### config.mk
export PLATFORM = sky130hd
export DESIGN_NAME = uart_tx
export DESIGN_NICKNAME = d
export VERILOG_FILES = /design/src/rtl/uart_pkg.sv /design/src/rtl/uart_baud_tick.sv /design/src/rtl/uart_tx.sv
export SDC_FILE = /design/constraint.sdc
export NUM_CORES = 1
export LEC_CHECK = 0
export CAP_MARGIN = 10
export CORE_MARGIN = 4
export CORE_UTILIZATION = 58
export CTS_BUF_LIST = sky130_fd_sc_hd__clkbuf_8
export DETAILED_ROUTE_END_ITERATION = 16
export GPL_TIMING_DRIVEN = 0
export PLACE_DENSITY = 0.84
export RECOVER_POWER = 100
export SLEW_MARGIN = 20
export SYNTH_ARGS = -nofsm -noshare
export SYNTH_HDL_FRONTEND = slang
export SYNTH_SLANG_ARGS = --single-unit
### constraint.sdc
create_clock -name tx_clk -period 3 [get_ports tx_clk]
set_clock_uncertainty 0.2 [all_clocks]
set_input_delay 0.9 -clock tx_clk [delete_from_list [all_inputs] [get_ports tx_clk]]
set_output_delay 0.9 -clock tx_clk [all_outputs]
set_load 0.01 [all_outputs]
### src/rtl/uart_pkg.sv
// Shared UART definitions: FSM state encoding, default bit period and line levels.
// The state encoding stays 3 bits wide whether or not UART_TX_PARITY_EN is defined.
package uart_pkg;

   typedef enum logic [2:0] {
      IDLE   = 3'd0,
      START  = 3'd1,
      DATA   = 3'd2,
      STOP   = 3'd3,
      PARITY = 3'd4
   } tx_state_t;

   // 10 MHz clock / 19200 baud
   localparam int CLKS_PER_BIT_DEF = 521;

   localparam logic LINE_IDLE = 1'b1;
   localparam logic START_BIT = 1'b0;
   localparam logic STOP_BIT  = 1'b1;

endpackage

### src/rtl/uart_baud_tick.sv
// Bit-period counter: counts 0..CLKS_PER_BIT-1 and wraps to 0.
// 'tick' is high on the last cycle of each bit. 'clr' holds the count at 0.
// The receiver can reuse this block.
module uart_baud_tick #(
   parameter int CLKS_PER_BIT = 521
) (
   input  logic clk,
   input  logic rst_n,
   input  logic clr,
   output logic tick
);

   localparam int CNT_W = (CLKS_PER_BIT > 2) ? $clog2(CLKS_PER_BIT) : 1;
   localparam logic [CNT_W-1:0] LAST = CNT_W'(CLKS_PER_BIT - 1);

   generate
      if (CLKS_PER_BIT < 2) begin : g_bad_cpb
         $error("uart_baud_tick: CLKS_PER_BIT must be >= 2");
      end
   endgenerate

   logic [CNT_W-1:0] cnt_q;

   assign tick = (cnt_q == LAST);

   // Free-running bit-period counter; it wraps at each bit boundary.
   always_ff @(posedge clk or negedge rst_n) begin
      if (!rst_n)      cnt_q <= '0;
      else if (clr)    cnt_q <= '0;
      else if (tick)   cnt_q <= '0;
      else             cnt_q <= cnt_q + 1'b1;
   end

endmodule

### src/rtl/uart_tx.sv
// UART transmitter. The default frame is 8N1: a start bit, 8 data bits sent LSB
// first, then a stop bit.
// Defining UART_TX_PARITY_EN adds an even-parity bit between the data and stop bits.
// tx_out is a register. Its next value is decoded from the next state, so the
// start bit appears on the cycle after the handshake edge.
module uart_tx
   import uart_pkg::*;
#(
   parameter int CLKS_PER_BIT = CLKS_PER_BIT_DEF
) (
   input  logic       tx_clk,
   input  logic       tx_rst_n,
   input  logic [7:0] tx_data,
   input  logic       tx_valid,
   output logic       tx_ready,
   output logic       tx_out,
   output logic       tx_busy,
   output logic       tx_done
);

`ifdef UART_TX_PARITY_EN
   localparam int IDX_W = 4;
`else
   localparam int IDX_W = 3;
`endif

   tx_state_t        state_q, state_d;
   logic [IDX_W-1:0] idx_q, idx_d;
   logic [7:0]       shift_q, shift_d;
   logic             out_d;
   logic             bit_clr;
   logic             tick;

   // The bit counter is held at 0 while idle, so every frame starts on a fresh period.
   assign bit_clr = (state_q == IDLE);

   uart_baud_tick #(.CLKS_PER_BIT(CLKS_PER_BIT)) u_baud (
      .clk   (tx_clk),
      .rst_n (tx_rst_n),
      .clr   (bit_clr),
      .tick  (tick)
   );

   assign tx_ready = (state_q == IDLE);
   assign tx_busy  = (state_q != IDLE);
   assign tx_done  = (state_q == STOP) && tick;

   // State, index, shift register and line register.
   always_ff @(posedge tx_clk or negedge tx_rst_n) begin
      if (!tx_rst_n) begin
         state_q <= IDLE;
         idx_q   <= '0;
         shift_q <= '0;
         tx_out  <= LINE_IDLE;
      end else begin
         state_q <= state_d;
         idx_q   <= idx_d;
         shift_q <= shift_d;
         tx_out  <= out_d;
      end
   end

   // Next-state logic, plus the line level for the next state.
   always_comb begin
      state_d = state_q;
      idx_d   = idx_q;
      shift_d = shift_q;
      case (state_q)
         IDLE:   if (tx_valid) begin
                    shift_d = tx_data;
                    state_d = START;
                 end
         START:  if (tick) begin
                    state_d = DATA;
                    idx_d   = '0;
                 end
         DATA:   if (tick) begin
                    if (idx_q == IDX_W'(7)) begin
`ifdef UART_TX_PARITY_EN
                       state_d = PARITY;
`else
                       state_d = STOP;
`endif
                    end else begin
                       idx_d = idx_q + 1'b1;
                    end
                 end
         PARITY: if (tick) state_d = STOP;
         STOP:   if (tick) state_d = IDLE;
         default: state_d = IDLE;
      endcase

      case (state_d)
         START:   out_d = START_BIT;
         DATA:    out_d = shift_d[idx_d[2:0]];
         PARITY:  out_d = ^shift_d;
         STOP:    out_d = STOP_BIT;
         default: out_d = LINE_IDLE;
      endcase
   end

endmodule

==> results of run 1 <==
cells in the final DEF (no fill, tap or decap), types with 2 or more instances in the layout:
cell / count
nor4b_4: 3
xnor2_1: 11
nor2_1: 17
nand2b_1: 3
clkbuf_8: 3
a21oi_1: 2
clkbuf_2: 2
xor2_1: 6
mux2_2: 2
and3_1: 3
ha_1: 3
nand3_1: 8
dlygate4sd3_1: 2
clkbuf_1: 5
inv_1: 6
o22ai_1: 2
mux2_1: 6
nor2b_1: 2
nand2_1: 7
mux2i_1: 6
o21ai_0: 6
dfrtp_1: 24
clkdlybuf4s50_1: 8
buf_4: 5
timing repair:
item / 4_1_cts / 5_1_grt
buffers inserted: 5 / 3
gates resized for setup: 5 / 4
pin swaps: 1 / 0
setup endpoints to repair: 2 / 3
routing by layer:
metal / vias to the layer above / wire (um) / GRT usage [%]
li1: 514 / - / -
met1: 547 / 1350 / 25.6
met2: 37 / 1630 / 34.2
met3: 9 / 146 / 2.90
met4: 0 / 89 / 7.95
met5: - / 0 / 0
layout make-up:
class	count	area, um2
clock buffers	3	41.3
multi-input cells	100	781
repair buffers	22	176
plain buffers	4	25.0
clock inverters	1	7.51
inverters	6	22.5
flip-flops and latches	25	627
fillers	172	582
well taps	28	35.0
final timing paths:
kind | startpoint | end | slack (ps) | depth (start not counted)
max | tx_valid | tx_out | 130 | 7
min | shift_q[7] | shift_q[7] | 360 | 1
max reg2reg | u_baud.cnt_q[8] | tx_out | 450 | 8
min reg2reg | shift_q[7] | shift_q[7] | 360 | 1
max in group asynchronous | tx_rst_n | u_baud.cnt_q[7] | 1080 | 1
min in group asynchronous | tx_rst_n | u_baud.cnt_q[6] | 720 | 1
power groups by stage:
stage | Clock (W) | Combinational [W] | Sequential [W]
after floorplan | 0 | 0.0000235 | 0.000352
after global placement | 0 | 0.0000455 | 0.000352
after detailed placement | 0 | 0.0000473 | 0.000353
after CTS | 0.000216 | 0.0000481 | 0.000346
after global routing | 0.000234 | 0.0000503 | 0.000347
final | 0.000209 | 0.0000462 | 0.000347
kinds of logic (layout without fill, tap and decap cells):
kind of cell,after synthesis,in the layout,share of synthesized area [%]
buffers and inverters,10,36,3.30
adders and majority gates,3,3,2.61
and+or+nand+nor,49,49,20.6
AOI/OAI and AO/OA,16,16,8.17
xor gates and xnor gates,17,17,10.3
DFF,25,25,43.5
muxes,15,15,11.5
sequential cells by signal, summed over array words and instances (netlist names):
| register | cells |
|---|---|
| idx_q | 3 |
| shift_q | 8 |
| state_q | 3 |
| tx_out | 1 |
| u_baud.cnt_q | 10 |
worst max-delay path, cell delays in order:
cell	delay (ps)
dlygate4sd3_1	550
nor4b_4	190
buf_4	210
mux2_1	350
mux2_4	280
o31ai_1	290
a2111oi_2	60
stage by stage:
step           util [%]  power, W  std cells
4_1_cts            74.5  0.000611        186
3_5_place_dp       70.3  0.000400        177
6_report           74.7  0.000602        189
2_1_floorplan         -  0.000375        135
5_1_grt            74.7  0.000632        189
3_3_place_gp       70.3  0.000398        177
==> flow_metrics.tcl, run 1 <==
set metrics [dict create \
    routed_wl_um 3210 \
    dieHeight_um 57.8 \
    crit_type "input port to flip-flop" \
    diodes 0 \
    netlist_instances 135 \
    routedWlPerCell_um 17.0 \
    grt_pass1_wl_um 5180 \
    cp-end-kind "flip-flop" \
    setup_viol 0 \
    fin_crit_ps 2870 \
    setup_slack_ps 135 \
    synthArstFlopShare_pct 100 \
    tightest_slew_ps 1380 \
    clkPwrFrac_pct 34.7 \
    p_switching_w 0.000139 \
    grt_pass1_vias 1109 \
    critPathLaunchType "input port" \
    numCtsBuffers 3 \
    die_x_um 57.8 \
    relSlewSlack_pct 8.23 \
    slew_viol_final 0 \
    cts_hold_buf 0 \
    antenna_found_initial 0 \
    maxCapViolations 0 \
    finalSetupTns_ps 0 \
    seqPwrFrac_pct 57.6 \
    area.growth.synth_to_final_pct 19.1 \
    syn_avg_cell_area_um2 10.7 \
    drive_gt1_share_pct 15.5 \
    tritoncts "yes" \
    syn_nets 149 \
    synth_top_cell_by_area "dfrtp_1" \
    cts.path.max_buffers 2 \
    vias 1107 \
    synth_most_common_cell "dfrtp_1" \
    worstPathArrival_ps 2850 \
    dr.pass1.iters 4 \
    synth-main-ff-cell "dfrtp_1" \
    min_path_type "flip-flop to flip-flop" \
    fin_crit_sh_pct 95.5 \
    clkTransAtPathRegs_ps 90 \
    synth_edf_count 0 \
    holdWs_ps 360 \
    outcome "finished clean" \
    globalplace.congestion 0.794 \
    clock.fmax_mhz 349 \
    ys_seq_area_share_pct 43.5 \
    peakVddDrop_mv 0.343 \
    port-buffer-count 14 \
    dieArea_um2 3340 \
    synth_cell_types 36 \
    grt_max_degree 26 \
    hpwl_um 2030 \
    viasPerCell 5.86 \
    p_int_w 0.000463 \
    detail-route-antenna-nets 0 \
    rsz0062_at_grt "no" \
    cts-root-buf "clkbuf_8" \
    clock_latency_ps 280 \
    comb_power_share_pct 7.7 \
    critPathMaxFanout 7 \
    core_um2 2300 \
    worstPathRequired_ps 2990 \
    syn-cell-area_um2 1440 \
    remaining_drc_errors 0 \
    synthTopCellsByArea "dfrtp_1 42%, xnor2_1 6.7%, nor4b_4 5.0%, nor2_1 4.4%, mux2i_1 4.2%" \
    fin_area_um2 1720 \
    synth_common_cells "24 x dfrtp_1, 17 x nor2_1, 11 x xnor2_1" \
    layout.nets 176 \
    pwr_density_cell_nw_per_um2 351 \
    start_util_pct 62.7 \
    drt_iter0_drc 55 \
    pre_cts_ws_ps -261 \
    htreeDepth 1 \
    swShare_pct 23.1 \
    yosys_register_bits 25 \
    power_leakage_nw 0.815 \
    io_pins 15 \
    synth_top_cell_area_share_pct 41.7 \
    ys_warn_count 0 \
    post_dp_cell_area_um2 1620 \
    grt_overflow 0 \
    rows 17 \
    clock_sinks 25 \
    hold_violations 0 \
    grtUsageTotal_pct 20.1 \
]
Power figures use the tool's default switching activity.
==> run 2, diff against run 1 <==
--- a/config.mk
+++ b/config.mk
@@ -6,4 +6,5 @@
 export NUM_CORES = 1
 export LEC_CHECK = 0
+export ABC_CLOCK_PERIOD_IN_PS = 3000
 export CAP_MARGIN = 10
 export CORE_MARGIN = 4
--- a/constraint.sdc
+++ b/constraint.sdc
@@ -3,3 +3,3 @@
 set_input_delay 0.9 -clock tx_clk [delete_from_list [all_inputs] [get_ports tx_clk]]
 set_output_delay 0.9 -clock tx_clk [all_outputs]
-set_load 0.01 [all_outputs]
+set_load 0.1 [all_outputs]
==> flow_metrics.tcl, run 2 (same netlist as run 1, synthesis figures left out) <==
set metrics [dict create \
    relSlewSlack_pct 10.7 \
    cts.path.max_buffers 2 \
    fin_crit_ps 2960 \
    grt_util_met3_pct 2.90 \
    rows 17 \
    maxCapViolations 0 \
    grt_max_degree 26 \
    reg.largest.list "u_baud.cnt_q: 10 flops, shift_q: 8 flops" \
    dieArea_um2 3340 \
    detail-route-antenna-nets 0 \
    start_util_pct 62.7 \
    final_common_cell "dfrtp_1" \
    largest_reg_flops 10 \
    grt_pass1_vias 1035 \
    r2r_setup_slack_ps 600 \
    slew_viol_final 0 \
    vias 1032 \
    critPathMaxFanout 5 \
    remaining_drc_errors 0 \
    diodes 0 \
    io_pins 15 \
    globalplace.congestion 0.746 \
    grt-busiest-layer "met2" \
    clock_sinks 25 \
    worstPathRequired_ps 1900 \
    rr_worst_depth 9 \
    die_x_um 57.8 \
    place_inst 177 \
    tightest_slew_ps 1340 \
    setup_slack_ps 39.4 \
    dr.pass1.iters 4 \
    multi_input_area_um2 777 \
    reg2reg_to "tx_out" \
    clkTransAtPathRegs_ps 80 \
    dieHeight_um 57.8 \
    port-buffer-count 14 \
    layoutNonFillerInstCount 184 \
    fill_cells 173 \
    layout.nets 171 \
    setup_viol 0 \
    finalSetupTns_ps 0 \
    critPathLaunchType "flip-flop" \
    worstPathArrival_ps 1860 \
    power_leakage_nw 0.777 \
    finish.utilization_pct 73.7 \
    drt_iter0_drc 23 \
    routed_wl_um 2670 \
    pwr_density_cell_nw_per_um2 343 \
    grtUsageTotal_pct 17.3 \
    viasPerCell 5.61 \
    outcome "finished clean" \
    core_um2 2300 \
    drive_gt1_share_pct 17.9 \
    peakVddDrop_mv 0.237 \
    numCtsBuffers 3 \
    crit_type "flip-flop to primary output" \
    min_from "u_baud.cnt_q[0]" \
    hold_violations 0 \
    rsz0062_at_grt "yes" \
    cts_hold_buf 0 \
    final_cell_mix "24 x dfrtp_1, 16 x nor2_1, 11 x xnor2_1" \
    routedWlPerCell_um 14.5 \
    hold_depth 1 \
    worstHoldEndpoint "u_baud.cnt_q[0]" \
    htreeDepth 1 \
    fin_crit_sh_pct 98.7 \
    use_met2_pct 28.4 \
    largest-register "u_baud.cnt_q" \
    grt_overflow 0 \
    tritoncts "yes" \
    area.growth.synth_to_final_pct 17.6 \
    cts-root-buf "clkbuf_8" \
    pre_cts_ws_ps -654 \
    clock.fmax_mhz 338 \
    seq_area_um2 627 \
    cp-end-kind "primary output" \
    hpwl_um 2020 \
    grt_pass1_wl_um 4570 \
    antenna_found_initial 0 \
    min_path_type "flip-flop to flip-flop" \
    rr_startpoint "u_baud.cnt_q[0]" \
    grt_use_met1_pct 23.3 \
    clock_latency_ps 260 \
]
==> run 2: changes by cell type in the layout (fill, tap and decap cells not counted), sizes merged <==
cell,previous run,this run
dlygate4sd3,2,0
clkdlybuf4s25,1,0
clkdlybuf4s50,8,9
clkbuf,10,6
buf,7,8
==> run 2: cell type report <==
class / count / share of cell area (%)
Multi-Input combinational cell: 100 / 45.9
Clock buffer: 3 / 2.44
Tap cell: 28 / 2.07
Buffer: 4 / 1.55
Sequential cell: 25 / 37.0
Clock inverter: 1 / 0.222
Timing Repair Buffer: 17 / 9.31
Inverter: 6 / 1.55
==> run 2: routing by layer <==
| metal | wire, um | up-vias | part of all wire (%) |
|---|---|---|---|
| met1 | 1260 | 500 | 47 |
| li1 | - | 508 | - |
| met5 | 0 | - | 0 |
| met2 | 1290 | 19 | 48 |
| met3 | 90 | 5 | 3.4 |
| met4 | 28 | 0 | 1.0 |
==> run 2: power by group <==
part           switching (W)  internal [W]  leakage (nW)
Sequential        0.00000352      0.000342         0.317
Clock              0.0000997     0.0000914        0.0269
Combinational      0.0000184     0.0000266         0.432
Total               0.000122      0.000460         0.777
==> run 2: worst max-delay path by stage <==
stage                          from  endpoint  slack (ps)  cells past startpoint
CTS                        tx_valid    tx_out           6                      6
global route        u_baud.cnt_q[0]   tx_done         -60                      7
detailed placement  u_baud.cnt_q[0]   tx_done        -650                      7
global placement    u_baud.cnt_q[0]   tx_done        -580                      7
floorplan           u_baud.cnt_q[0]   tx_done         -60                      6
finish              u_baud.cnt_q[0]   tx_done          40                      7
==> run 2: critical path, stage by stage, from the launching register on <==
cell,delay (ps)
dfrtp_1,430
inv_1,80
ha_1,160
nor3b_2,200
and3_4,250
nand2_1,130
nor2_2,160
buf_12,190
==> run 2: what timing repair did <==
action / 4_1_cts / 5_1_grt
pin swaps: 0 / 1
setup buffers: 0 / 3
resized for setup: 20 / 3
setup endpoints to repair: 4 / 4
==> run 2: metrics by stage <==
step,hold WS (ps),total power (W),cell area [um2]
floorplan,269,0.000375,1450
global placement,293,0.000398,1620
detailed placement,323,0.000399,1620
CTS,338,0.000591,1680
global route,355,0.000613,1690
finish,320,0.000582,1690
==> edit 1, RTL diff (config.mk and constraints of run 1) <==
Change the localparam `IDX_W` from 3 to 4.
--- a/src/rtl/uart_tx.sv
+++ b/src/rtl/uart_tx.sv
@@ -21,7 +21,7 @@
 `ifdef UART_TX_PARITY_EN
    localparam int IDX_W = 4;
 `else
-   localparam int IDX_W = 3;
+   localparam int IDX_W = 4;
 `endif
 
    tx_state_t        state_q, state_d;
Check against the original RTL: no difference found for any inputs over 10 cycles, from zero or initial values and one cycle with tx_rst_n low; that may be too few to reach the edited logic, so the function may still have changed.
==> edit 1 against run 1 <==
Worst setup slack got worse by 43 ps; first-iteration DRC count is 53% lower; synthesized area grew 4.6%; critical endpoint is now tx_busy; count of clock-buffer cells in the layout increased by 1; non-clock buffer count is 2 lower; largest cell class unchanged; design area increased by 1.9%; wire length is 0.87% lower; sequential cell count grew 1.
Power is not compared: it rests on default switching activity, and its combinational part moved more than twofold at a synthesized area within 25%.
==> edit 1: results (changes against run 1) <==
[metrics] worst voltage drop across the vdd grid: just over 300 uV
[metrics] outcome: completed
[metrics] Layout Nets: 187 (+6.3%)
[metrics] reg-to-reg setup timing slack: 300 ps (-150 ps)
[metrics] Wirelength per Cell: 15.8 microns (-7.3%)
[metrics] met2 routed wirelength: 1.64 mm (+1.0%)
[metrics] via density per instance: 5.87 (+0.24%)
[metrics] worst-case setup slack after placement: -84.5 ps (+176 ps)
[metrics] Min-Delay Startpoint: u_baud.cnt_q[0]$_DFF_PN0_
[metrics] Detail Placement HPWL: 2.37 mm (+17%)
[metrics] number of DRC markers in iteration 0: 26 (-53%)
[metrics] top flop regs: u_baud.cnt_q (10), shift_q (8), idx_q (4)
[metrics] amount of wire on met3 after detailed routing: 130 microns (-11%)
[metrics] library cells used by synthesis: 45 (+25%)
[metrics] end of the worst hold path: u_baud.cnt_q[0]$_DFF_PN0_
[metrics] Min Hold Slack: 307 ps (-52.4 ps)
[metrics] global router's overall resource usage: 0.209 (+0.00843)
[metrics] largest net degree at the start of global routing: 27 (+3.8%)
[metrics] via count of the first global-routing pass: 1191 (+7.4%)
[metrics] highest cell delay on the worst timing path: 600 ps (+50 ps)
[metrics] synth cell count leaders: sky130_fd_sc_hd__dfrtp_1 (25), sky130_fd_sc_hd__nor2_1 (17), sky130_fd_sc_hd__nand2_1 (11), sky130_fd_sc_hd__xnor2_1 (10), sky130_fd_sc_hd__nand3_1 (7)
[metrics] first-pass GRT wire length: 5.48 mm (+5.7%)
[metrics] syn nets: 165 (+11%)
[metrics] final weighted congestion in routability-driven placement: 0.884 (+11%)
[metrics] critical path arrival: 1810 ps (-1040 ps)
[metrics] sequential share of the synthesized area: 0.433 (-0.00255)
## edit 1: metrics by stage
stage,instances,setup TNS [ps],area (sq um)
2_1_floorplan,151,0,1510
3_3_place_gp,195,-64.3,1680
3_5_place_dp,195,-84.5,1680
4_1_cts,202,0,1760
5_1_grt,202,0,1750
6_report,202,0,1750
## edit 1: worst max-delay path by stage
stage	startpoint	to	slack, ps	depth (start not counted)
after floorplan	state_q[2]$_DFF_PN0_	tx_out$_DFF_PN1_	480	9
after global placement	tx_valid	tx_out$_DFF_PN1_	-60	7
after detailed placement	tx_valid	tx_out$_DFF_PN1_	-80	8
after CTS	state_q[2]$_DFF_PN0_	tx_ready	110	4
after global routing	u_baud.cnt_q[8]$_DFF_PN0_	tx_done	20	5
final	state_q[2]$_DFF_PN0_	tx_busy	90	3
## edit 1: timing repair
action,4_1_cts,5_1_grt
setup buffers,3,0
gates resized for setup,1,0
setup endpoints to repair,1,0
## edit 1: report_power, final
group / internal [mW] / switching (mW) / leakage, nW
sequential: 0.350 / 0 / 0.340
combinational: 0.0109 / 0.00871 / 0.429
clock: 0.118 / 0.114 / 0.0288
total: 0.479 / 0.123 / 0.798
## edit 1: layout make-up
type / count / area, sq um
repair buffers: 17 / 151
fillers: 195 / 729
clock buffers: 4 / 55.1
inverters: 7 / 26.3
well taps: 30 / 37.5
flip-flops and latches: 26 / 652
multi-input cells: 111 / 790
plain buffers: 7 / 36.3
## edit 1: worst register-to-register path: stages, from the launching register on
cell and delay [ps]:
sky130_fd_sc_hd__dfrtp_1 430, sky130_fd_sc_hd__nor4b_2 350, sky130_fd_sc_hd__and4_4 290, sky130_fd_sc_hd__clkbuf_1 180, sky130_fd_sc_hd__a21boi_0 120, sky130_fd_sc_hd__o221ai_1 500, sky130_fd_sc_hd__a211oi_1 120, sky130_fd_sc_hd__a2111oi_2 390
sky130_fd_sc_hd__a211oi_2 60
## edit 1: cells by family (layout without fill, tap and decap cells)
family                     Yosys count  count (layout)  share of synthesized area
DFF                                 26              26                      0.433
buffers and inverters               14              35                     0.0432
adders and majority gates            3               3                     0.0249
muxes                               12              12                     0.0980
xor gates and xnor gates            16              16                     0.0930
and+or+nand+nor                     54              54                      0.181
AOI/OAI and AO/OA                   26              26                      0.127
## edit 1: layer usage
layer	track usage	vias up
met5	0	-
met4	0.0777	0
met3	0.0263	7
met2	0.360	33
met1	0.268	574
li1	-	572
==> edit 2, RTL diff (flow settings as in run 1) <==
Without the edit above. Re-encode `tx_state_t` (5 states) as one-hot, 5 bits wide.
--- a/src/rtl/uart_pkg.sv
+++ b/src/rtl/uart_pkg.sv
@@ -2,12 +2,12 @@
 // The state encoding stays 3 bits wide whether or not UART_TX_PARITY_EN is defined.
 package uart_pkg;
 
-   typedef enum logic [2:0] {
-      IDLE   = 3'd0,
-      START  = 3'd1,
-      DATA   = 3'd2,
-      STOP   = 3'd3,
-      PARITY = 3'd4
+   typedef enum logic [4:0] {
+      IDLE   = 5'b00001,
+      START  = 5'b00010,
+      DATA   = 5'b00100,
+      STOP   = 5'b01000,
+      PARITY = 5'b10000
    } tx_state_t;
 
    // 10 MHz clock / 19200 baud
Behaviour: same outputs for any inputs over 10 cycles, from zero or initial values and one cycle with tx_rst_n low; not proved beyond that.
==> edit 2 against run 1 <==
Largest cell class unchanged; the flow now finishes with violations (setup timing); count of clock-buffer cells in the layout is the same; critical path type is now reg2out; highest routed layer unchanged; design area up 1.8%; synthesized area increased by 3.6%; critical path depth shrank 3; cell count increased by 13%; wire length fell by 8.6%; sequential share of layout area is 2.3 points higher; fmax fell by 6.1%; worst setup slack got worse by 190 ps; sequential cell count increased by 2.
Power is not compared: it rests on default switching activity, and its combinational part moved more than twofold at a synthesized area within 25%.
==> edit 2: results (changes against run 1) <==
[metrics] synthesized-area fraction occupied by xor and xnor cells: 0.0880 (-0.0154)
[metrics] portion of the layout cell area used by clock cells: 0.0265 (-0.00192)
[metrics] total negative slack: -51.3 ps (-51.3 ps)
[metrics] area post-placement: 0.00167 sq mm (+3.4%)
[metrics] top flop regs: u_baud.cnt_q (10), shift_q (8), state_q (5)
[metrics] area occupied by multi-input gates: 791 sq um (+1.3%)
[metrics] outcome: complete, but fails checks
[metrics] first-pass GRT wire length: 5.17 mm (-0.25%)
[metrics] synth cell count leaders: sky130_fd_sc_hd__nand2_1 (32), sky130_fd_sc_hd__dfrtp_1 (25), sky130_fd_sc_hd__nor2_1 (19), sky130_fd_sc_hd__xnor2_1 (10), sky130_fd_sc_hd__nand3_1 (9)
[metrics] Detail Placement HPWL: 2.18 mm (+7.4%)
[metrics] worst-case setup slack after placement: -458 ps (-197 ps)
[metrics] area growth from synthesis to layout: 16.9%
[metrics] total number of clock tree sinks: 27 (+8.0%)
[metrics] final weighted congestion in routability-driven placement: 0.813 (+2.5%)
[metrics] Min-Delay Startpoint: shift_q[1]$_DFF_PN0_
[metrics] Worst Slack Setup Final: -51.3 ps (-186 ps)
[metrics] number of DRC markers in iteration 0: 57 (+3.6%)
[metrics] dominant cells by area after synthesis: sky130_fd_sc_hd__dfrtp_1 (42%), sky130_fd_sc_hd__nand2_1 (8.0%), sky130_fd_sc_hd__xnor2_1 (5.9%)
[metrics] origin of the critical flop-to-flop path: u_baud.cnt_q[7]$_DFF_PN0_
[metrics] non-clock buffer count in the final layout: 21 (-19%)
[metrics] final setup fails: 1 (+1)
[metrics] insertion delay to the later sink of the worst-skew pair: 260 ps (-20 ps)
[metrics] compound-gate portion of the synthesized area: 0.107 (+0.0256)
[metrics] fraction of the mapped netlist area in adder cells: 0.0251 (-0.000918)
[metrics] violations in the final reports: setup timing
[metrics] slew at the pin closest to its max-slew limit: 1400 ps (+19.6 ps)
[metrics] top-count cell post-synth: sky130_fd_sc_hd__nand2_1
[metrics] number of ordinary inverters in the final layout: 5 (-1)
[metrics] number of cells upsized or downsized after cts: 5 (unchanged)
[metrics] global router's overall resource usage: 0.199 (-0.00232)
[metrics] Layout Nets: 199 (+13%)
[metrics] reg-to-reg setup timing slack: 120 ps (-330 ps)
[metrics] end of the worst hold path: shift_q[1]$_DFF_PN0_
[metrics] layout buffering overhead excluding clock cells: 0.0996 (-0.0178)
[metrics] proportion of layout cells with a drive suffix above 1: 0.125 (-0.0303)
[metrics] largest net degree at the start of global routing: 28 (+7.7%)
[metrics] Min Hold Slack: 330 ps (-29.5 ps)
[metrics] overall power of the completed layout: around 1.3 mW
[metrics] count of multi-input gates: 127 (+27%)
[metrics] multiplexer fraction of the synthesized cell area: 0.0134 (-0.101)
[metrics] routed wire length: 2.94 mm (-8.6%)
[metrics] overall die width: 58.7 microns (+1.6%)
[metrics] Register Area: 678 sq um (+8.2%)
[metrics] synthesized instance count: 162 (+20%)
[metrics] number of buffers inserted by port buffering: 14 (unchanged)
==> edit 2: cell count changes in the layout (fill, tap and decap cells not counted), moves of 3 or more <==
cell and change:
sky130_fd_sc_hd__nand2_1 +26, sky130_fd_sc_hd__mux2_1 -6, sky130_fd_sc_hd__a21oi_1 +4, sky130_fd_sc_hd__mux2i_1 -4
sky130_fd_sc_hd__nor4b_4 -3, sky130_fd_sc_hd__o21ai_0 -3
==> edit 2: metal layers <==
layer / routed length [microns] / part of all wire / global-route usage
met3: 146 / 0.050 / 0.0504
met1: 1320 / 0.45 / 0.260
met2: 1450 / 0.49 / 0.325
met4: 20 / 0.0068 / 0.0583
met5: 0 / 0 / 0
==> edit 2: critical path, cell delays in order (launching register included) <==
cell and delay (ps):
sky130_fd_sc_hd__dfrtp_1 400, sky130_fd_sc_hd__or4_4 540, sky130_fd_sc_hd__or4_4 460, sky130_fd_sc_hd__nor3_4 130, sky130_fd_sc_hd__buf_2 150
